**src/rtl/risc_ctrl_pkg.sv**
```systemverilog
// Shared encodings for the Simple RISC datapath controller: FSM states,
// instruction fields, instruction classes and datapath select codes.
package risc_ctrl_pkg;

  typedef enum logic [2:0] {
    S_WAIT   = 3'd0,
    S_DECODE = 3'd1,
    S_WR_IMM = 3'd2,
    S_RD_A   = 3'd3,
    S_RD_B   = 3'd4,
    S_EXEC   = 3'd5,
    S_WR_RES = 3'd6
  } state_t;

  typedef enum logic [2:0] {
    CL_MOV_IMM = 3'd0,
    CL_MOV_REG = 3'd1,
    CL_ALU2    = 3'd2,
    CL_CMP     = 3'd3,
    CL_MVN     = 3'd4,
    CL_ILLEGAL = 3'd5
  } instr_class_t;

  localparam logic [2:0] OPC_MOV = 3'b110;
  localparam logic [2:0] OPC_ALU = 3'b101;

  localparam logic [1:0] OP_MOV_REG = 2'b00;
  localparam logic [1:0] OP_MOV_IMM = 2'b10;
  localparam logic [1:0] OP_ADD     = 2'b00;
  localparam logic [1:0] OP_CMP     = 2'b01;
  localparam logic [1:0] OP_AND     = 2'b10;
  localparam logic [1:0] OP_MVN     = 2'b11;

  localparam logic [2:0] NSEL_RN = 3'b001;
  localparam logic [2:0] NSEL_RD = 3'b010;
  localparam logic [2:0] NSEL_RM = 3'b100;

  localparam logic [1:0] VSEL_C   = 2'b00;
  localparam logic [1:0] VSEL_IMM = 2'b10;

  // MOV reg and MVN pass B straight through the ALU, so A is forced to zero.
  function automatic logic class_zero_a(input instr_class_t cls);
    return (cls == CL_MOV_REG) || (cls == CL_MVN);
  endfunction

  function automatic logic class_sets_flags(input instr_class_t cls);
    return (cls == CL_CMP);
  endfunction

endpackage

```
**src/rtl/risc_instr_class.sv**
```systemverilog
// Combinational classifier: maps the {opcode, op} instruction fields onto
// the small set of instruction classes the controller sequences.
module risc_instr_class
  import risc_ctrl_pkg::*;
(
  input  logic [2:0] i_opcode,
  input  logic [1:0] i_op,
  output logic [2:0] o_class
);

  instr_class_t w_class;

  always_comb begin
    w_class = CL_ILLEGAL;
    if (i_opcode == OPC_MOV) begin
      if (i_op == OP_MOV_IMM)      w_class = CL_MOV_IMM;
      else if (i_op == OP_MOV_REG) w_class = CL_MOV_REG;
      else                         w_class = CL_ILLEGAL;
    end else if (i_opcode == OPC_ALU) begin
      case (i_op)
        OP_ADD:  w_class = CL_ALU2;
        OP_AND:  w_class = CL_ALU2;
        OP_CMP:  w_class = CL_CMP;
        OP_MVN:  w_class = CL_MVN;
        default: w_class = CL_ILLEGAL;
      endcase
    end
  end

  assign o_class = w_class;

endmodule

```
**src/rtl/risc_datapath_ctrl.sv**
```systemverilog
// Moore control FSM for the Simple RISC datapath: one instruction per start
// pulse, issuing the register-file and A/B/C/status load strobes in order.
module risc_datapath_ctrl
  import risc_ctrl_pkg::*;
#(
  parameter int VSEL_W = 2,
  parameter int NSEL_W = 3
) (
  input  logic              clk,
  input  logic              rst_n,
  input  logic              s,
  input  logic [2:0]        opcode,
  input  logic [1:0]        op,
  output logic              w,
  output logic [NSEL_W-1:0] nsel,
  output logic [VSEL_W-1:0] vsel,
  output logic              write,
  output logic              loada,
  output logic              loadb,
  output logic              loadc,
  output logic              loads,
  output logic              asel,
  output logic              bsel,
  output logic [2:0]        o_dbg_state
);

  // Start handshake: w=1 means idle; s is sampled only while w=1, and an
  // accepted start drops w on the next cycle until the instruction retires.
  state_t       r_state;
  state_t       w_next;
  logic [2:0]   r_opcode;
  logic [1:0]   r_op;
  logic [2:0]   w_class_raw;
  instr_class_t w_class;

  risc_instr_class u_class (
    .i_opcode (r_opcode),
    .i_op     (r_op),
    .o_class  (w_class_raw)
  );

  assign w_class     = instr_class_t'(w_class_raw);
  assign o_dbg_state = r_state;

  always_ff @(posedge clk) begin
    if (!rst_n) begin
      r_state  <= S_WAIT;
      r_opcode <= '0;
      r_op     <= '0;
    end else begin
      r_state <= w_next;
      if ((r_state == S_WAIT) && s) begin
        r_opcode <= opcode;
        r_op     <= op;
      end
    end
  end

  always_comb begin
    w_next = S_WAIT;
    case (r_state)
      S_WAIT:   w_next = s ? S_DECODE : S_WAIT;
      S_DECODE: begin
        case (w_class)
          CL_MOV_IMM:         w_next = S_WR_IMM;
          CL_MOV_REG, CL_MVN: w_next = S_RD_B;
          CL_ALU2, CL_CMP:    w_next = S_RD_A;
          default:            w_next = S_WAIT;
        endcase
      end
      S_WR_IMM: w_next = S_WAIT;
      S_RD_A:   w_next = S_RD_B;
      S_RD_B:   w_next = S_EXEC;
      S_EXEC:   w_next = class_sets_flags(w_class) ? S_WAIT : S_WR_RES;
      S_WR_RES: w_next = S_WAIT;
      default:  w_next = S_WAIT;
    endcase
  end

  // Output decode uses only the state register and the latched class.
  always_comb begin
    w     = 1'b0;
    nsel  = '0;
    vsel  = '0;
    write = 1'b0;
    loada = 1'b0;
    loadb = 1'b0;
    loadc = 1'b0;
    loads = 1'b0;
    asel  = 1'b0;
    bsel  = 1'b0;
    case (r_state)
      S_WAIT: w = 1'b1;
      S_WR_IMM: begin
        nsel  = NSEL_W'(NSEL_RN);
        vsel  = VSEL_W'(VSEL_IMM);
        write = 1'b1;
      end
      S_RD_A: begin
        nsel  = NSEL_W'(NSEL_RN);
        loada = 1'b1;
      end
      S_RD_B: begin
        nsel  = NSEL_W'(NSEL_RM);
        loadb = 1'b1;
      end
      S_EXEC: begin
        asel = class_zero_a(w_class);
        if (class_sets_flags(w_class)) loads = 1'b1;
        else                           loadc = 1'b1;
      end
      S_WR_RES: begin
        nsel  = NSEL_W'(NSEL_RD);
        vsel  = VSEL_W'(VSEL_C);
        write = 1'b1;
      end
      default: ;
    endcase
  end

endmodule

```
**config.mk**
```make
export PLATFORM = sky130hd
export DESIGN_NAME = risc_datapath_ctrl
export DESIGN_NICKNAME = d
export VERILOG_FILES = /design/src/rtl/risc_ctrl_pkg.sv /design/src/rtl/risc_instr_class.sv /design/src/rtl/risc_datapath_ctrl.sv
export SDC_FILE = /design/constraint.sdc
export NUM_CORES = 1
export LEC_CHECK = 0
export ABC_CLOCK_PERIOD_IN_PS = 2300
export CAP_MARGIN = 5
export CORE_AREA = 3 3 40 42
export CTS_CLUSTER_DIAMETER = 120
export DETAILED_ROUTE_END_ITERATION = 8
export DIE_AREA = 0 0 43 45
export HOLD_SLACK_MARGIN = 0.02
export PLACE_DENSITY = 0.74
export SETUP_SLACK_MARGIN = 0.5
export SYNTH_ARGS = -nofsm -noshare
export SYNTH_HDL_FRONTEND = slang
export SYNTH_SLANG_ARGS = --single-unit
```
**constraint.sdc**
```tcl
create_clock -name clk -period 2.3 [get_ports clk]
set_clock_uncertainty 0.15 [all_clocks]
set_input_delay 0.69 -clock clk [delete_from_list [all_inputs] [get_ports clk]]
set_output_delay 0.69 -clock clk [all_outputs]
set_load 0.1 [all_outputs]
```
Word level (Yosys, flattened, before mapping)

Cells that the tools add are included.

Flip-flop bits (word level): 8
Bits of input ports: 8
Output and inout bits: 16
Logic and storage cells: 48

Eq/ne operators: 15
Multiplexer cells: 20
Reduce and logical (&&, ||, !) cells: 10

Operators by type and width:

| operator             | number |
|---|---|
| $pmux W3 S3          | 3 |
| $eq A3 B3 Y1 const B | 6 |
| $mux W3              | 5 |
| $pmux W3 S5          | 1 |
| $eq A3 B2 Y1 const B | 4 |
| $mux W1              | 10 |
| $reduce_or A2 Y1     | 5 |
| $eq A3 B1 Y1 const B | 2 |
| $logic_not A3 Y1     | 2 |
| $eq A2 B2 Y1 const B | 2 |
| $eq A2 B1 Y1 const B | 1 |
| $logic_not A2 Y1     | 1 |
| $mux W2              | 1 |
| $logic_and A1 B1 Y1  | 1 |
| $logic_or A1 B1 Y1   | 1 |

Longest topological paths before layout

Depth in word-level cells: 9
Depth in mapped cells: 5
Gate-level depth less buffers: 4

Cells and area by module

From an unflattened synthesis, not the netlist that was laid out.

Cells, all modules: 72
Area, all modules: 576.8 µm²

Modules (own cells, without submodules):

| module             | times used | cells each | area each (µm²) | seq. area each (µm²) |
|---|---|---|---|---|
| risc_datapath_ctrl | 1          | 62         | 495.5           | 160.2 |
| risc_instr_class   | 1          | 10         | 81.3            | 0.0 |

Least setup slack after synthesis

No wires, ideal clock.

Path type: register to output
From: reg r_state[2] (netlist: o_dbg_state[2])
To: out loadb
Data arrival time: 3587 ps
Data required time: 1460 ps
Slack: -2127 ps
Stages on the path, launching flop included: 3
Buffers on the path: 1
Cells stage by stage: dfxtp_1 -> buf_2 -> nor3b_1

Longest elaborated chain between the ends: 2

RTL lines:

| element                | line                     | text |
|---|---|---|
| start, declared        | risc_datapath_ctrl.sv:29 | `state_t r_state;` |
| start signal, assigned | risc_datapath_ctrl.sv:51 | `r_state <= w_next;` |
| $eq A3 B3 Y1           | risc_datapath_ctrl.sv:92 | `case (r_state)` |
| $mux W1                | risc_datapath_ctrl.sv:92 |  |
| end, declared          | risc_datapath_ctrl.sv:19 | `output logic loadb,` |

No other way between the ends.

Final worst setup path

From: reg r_opcode[0]
To: out loads

Longest elaborated chain between the ends: 6
Elaborated cells on any way between the ends: 7
Classes of those cells: eq/ne (3); mux (4)

RTL lines:

| element                | line                      | text |
|---|---|---|
| start, declared        | risc_datapath_ctrl.sv:31  | `logic [2:0] r_opcode;` |
| start signal, assigned | risc_datapath_ctrl.sv:53  | `r_opcode <= opcode;` |
| $eq A3 B3 Y1           | risc_instr_class.sv:19    | `end else if (i_opcode == OPC_ALU) begin` |
| $mux W3                | risc_instr_class.sv:19    |  |
| $mux W3 (*)            | risc_instr_class.sv:15    | `if (i_opcode == OPC_MOV) begin` |
| $eq A3 B2 Y1 (*)       | risc_ctrl_pkg.sv:47       | `return (cls == CL_CMP);` |
| $mux W1 (*)            | risc_datapath_ctrl.sv:109 | `if (class_sets_flags(w_class)) loads = 1'b1;` |
| $mux W1 (*)            | risc_datapath_ctrl.sv:92  |  |
| end, declared          | risc_datapath_ctrl.sv:21  | `output logic loads,` |

Mark *: on every way between the ends. The rest lies on a longest branch, timed or not.

==> impl_metrics.env <==
export IMPL_crit_chain="nor3b_2, and3_1, nor2b_4, buf_12"
export IMPL_layout_drive_gt1_share_pct=60.6
export IMPL_cts_htree_levels=1
export IMPL_avgSynthCellArea_um2=8.63
export IMPL_hp_class="reg -> reg"
export IMPL_intPower_uw=266
export IMPL_rsz0062_at_grt="true"
export IMPL_switching_power_uw=129
export IMPL_start_util_pct=38.3
export IMPL_pwr_share_seq_pct=39.9
export IMPL_startpoint="r_opcode[0]"
export IMPL_clkTransAtPathRegs_ns=0.05
export IMPL_finalHoldViolCount=0
export IMPL_vias=568
export IMPL_cp_slowest_cell="dfxtp_2"
export IMPL_layoutNonFillerInstCount=109
export IMPL_worst_endpoint_arrival_ns=1.38
export IMPL_grt_max_degree=14
export IMPL_critPathMaxFanout=5
export IMPL_maxCapViolCount=0
export IMPL_worst_r2r_cell_count=6
export IMPL_grt_overflow=0
export IMPL_cp_required_ns=1.46
export IMPL_dp_cells=92
export IMPL_drtAntennaViolNets=0
export IMPL_status="complete, no violations"
export IMPL_place_congestion=0.836
export IMPL_slowest_delay_ns=0.36
export IMPL_cts_tree="done"
export IMPL_vdd_ir_drop_worst_v=0.000565
export IMPL_r2r_end="r_op[1]"
export IMPL_synth_seq_cells=8
export IMPL_portBuffers=21
export IMPL_first_pass_iters=4
export IMPL_power_leakage_nw=0.434
export IMPL_detail_route_wl_per_cell_um=14.7
export IMPL_clockPowerShare_pct=28.5
export IMPL_power_density_nw_per_um2=353
export IMPL_postSynthCellCount=57
export IMPL_core_area_um2=1280
export IMPL_io_pins=24
export IMPL_synth_warnings=0
export IMPL_power_frac_comb_pct=31.5
export IMPL_finalCriticalPeriod_ns=2.22
export IMPL_yosysSeqAreaShare_pct=32.6
export IMPL_path_class="reg -> out"
export IMPL_finalCritPeriodShare_pct=96.3
export IMPL_hold_path_cell_count=2
export IMPL_power_uw=396
export IMPL_clk_latency_ns=0.25
export IMPL_fmax_mhz=451
export IMPL_r2r_start="o_dbg_state[0]"
export IMPL_synthesis_area_um2=492
export IMPL_clock_sinks=8
export IMPL_final_cell_mix="buf_12 (14), buf_4 (11), clkdlybuf4s50_1 (7)"
export IMPL_dpl_hpwl_um=966
export IMPL_startpoint_type="flip-flop"
export IMPL_cts_root_buf="clkbuf_4"
export IMPL_drt_wl_total_um=1610
export IMPL_antenna_found_initial=0
export IMPL_grt_usage_pct=17.0
export IMPL_drcViolationCount=0
export IMPL_first_iter_violations=13
export IMPL_grt_pass1_wl_um=2370
export IMPL_syn_to_final_growth_pct=128
export IMPL_synth_distinct_cells=30
export IMPL_n_antenna_cell=0
export IMPL_clock_path_buffers=2
export IMPL_via_per_inst=5.21
export IMPL_slew_violations=0
export IMPL_finalSetupViolCount=0
export IMPL_first_global_vias=500
export IMPL_cts_made_buffers=3
export IMPL_nNetsFinal=103
export IMPL_critPathCaptureType="output port"
export IMPL_setup_worst_path_end="loads"
export IMPL_die_area_um2=1940
export IMPL_swShare_pct=32.7
export IMPL_rows=13
export IMPL_die_y_um=45
export IMPL_layout_commonest_cell="buf_12"
export IMPL_die_w_um=43
export IMPL_regToRegSetupSlack_ns=0.66
## registers in the layout, indices dropped and copies added (netlist names)
name / cells
o_dbg_state: 3
r_op: 2
r_opcode: 3
## metal layers
layer	vias to the layer above	part of all wire, %	global-route usage, %	routed length [um]
met1	264	38	19.8	616
li1	276	-	-	-
met4	0	2.3	5.42	37
met2	24	53	29.9	859
met3	4	5.8	5.18	93
met5	-	0	0	0
## Yosys cell counts (all sizes together)
cell / instances / area share (%)
inv: 1 / 0.76
conb: 1 / 0.76
and3: 1 / 1.3
nand4bb: 1 / 2.3
dfxtp: 8 / 33
buf: 4 / 6.4
nand2b: 1 / 1.3
and2: 3 / 4.1
nor4b: 1 / 1.8
nor2: 4 / 3.1
nand3: 1 / 1.0
a31oi: 1 / 1.3
o311a: 1 / 2.3
clkbuf: 1 / 0.76
o21a: 1 / 1.5
nor2b: 7 / 8.9
nor3: 3 / 4.1
a21oi: 2 / 2.0
nand3b: 1 / 1.5
a211oi: 1 / 1.5
mux2i: 5 / 10
o2111ai: 1 / 1.8
nand2: 2 / 1.5
o311ai: 1 / 1.8
nor3b: 3 / 4.6
o21ai: 1 / 1.0
## final cells by class
type / instances / area (um^2)
repair buffers: 37 / 497
multi-input cells: 44 / 397
flip-flops and latches: 8 / 176
fillers: 61 / 164
clock buffers: 4 / 26.3
well taps: 15 / 18.8
inverters: 1 / 6.26
## critical path: cells and delay by family, from the launching register on
kind                   cells  cell delay [ns]
buffers and inverters      1             0.18
DFF                        1             0.36
and+or+nand+nor            3             0.59
## worst min-delay path by stage
stage                        start             end  slack, ns
CTS                    r_opcode[0]     r_opcode[0]       0.40
finish                 r_opcode[1]     r_opcode[1]       0.40
global route        o_dbg_state[0]  o_dbg_state[1]       0.42
global placement       r_opcode[2]  o_dbg_state[0]       0.39
detailed placement         r_op[1]         r_op[1]       0.41
floorplan              r_opcode[2]  o_dbg_state[0]       0.35
## logic make-up after synthesis
| logic type | count (synthesis) | share of synthesized area, % |
|---|---|---|
| buf+inv | 6 | 7.88 |
| other cells | 1 | 0.763 |
| mux | 5 | 10.2 |
| flops | 8 | 32.6 |
| simple gates | 28 | 35.4 |
| compound gates | 9 | 13.2 |
## power by group through the flow
| stage | registers [mW] | logic (mW) | clock network (mW) |
|---|---|---|---|
| after floorplan | 0.166 | 0.0709 | 0 |
| after global placement | 0.163 | 0.101 | 0 |
| after global routing | 0.159 | 0.131 | 0.130 |
| after detailed placement | 0.164 | 0.102 | 0 |
| after CTS | 0.163 | 0.108 | 0.117 |
| final | 0.158 | 0.125 | 0.113 |
## through the flow
step / setup slack [ns] / hold slack (ns) / setup TNS [ns] / area [um^2] / util, %
3_5_place_dp: 0.215 / 0.409 / 0 / 947 / 73.7
2_1_floorplan: -0.340 / 0.352 / -2.06 / 594 / -
5_1_grt: 0.0141 / 0.418 / 0 / 1120 / 87.2
3_3_place_gp: 0.267 / 0.385 / 0 / 947 / 73.7
4_1_cts: 0.0924 / 0.401 / 0 / 1070 / 83.3
6_report: 0.0845 / 0.399 / 0 / 1120 / 87.2
## what timing repair did
| item | CTS | global route |
|---|---|---|
| setup endpoints to repair | 12 | 14 |
| gates resized for setup | 14 | 2 |
| hold endpoints to repair | 0 | 0 |
| setup buffers | 7 | 6 |
| pin swaps | 11 | 3 |
| hold buffers | 0 | 0 |
Power figures use the tool's default switching activity.
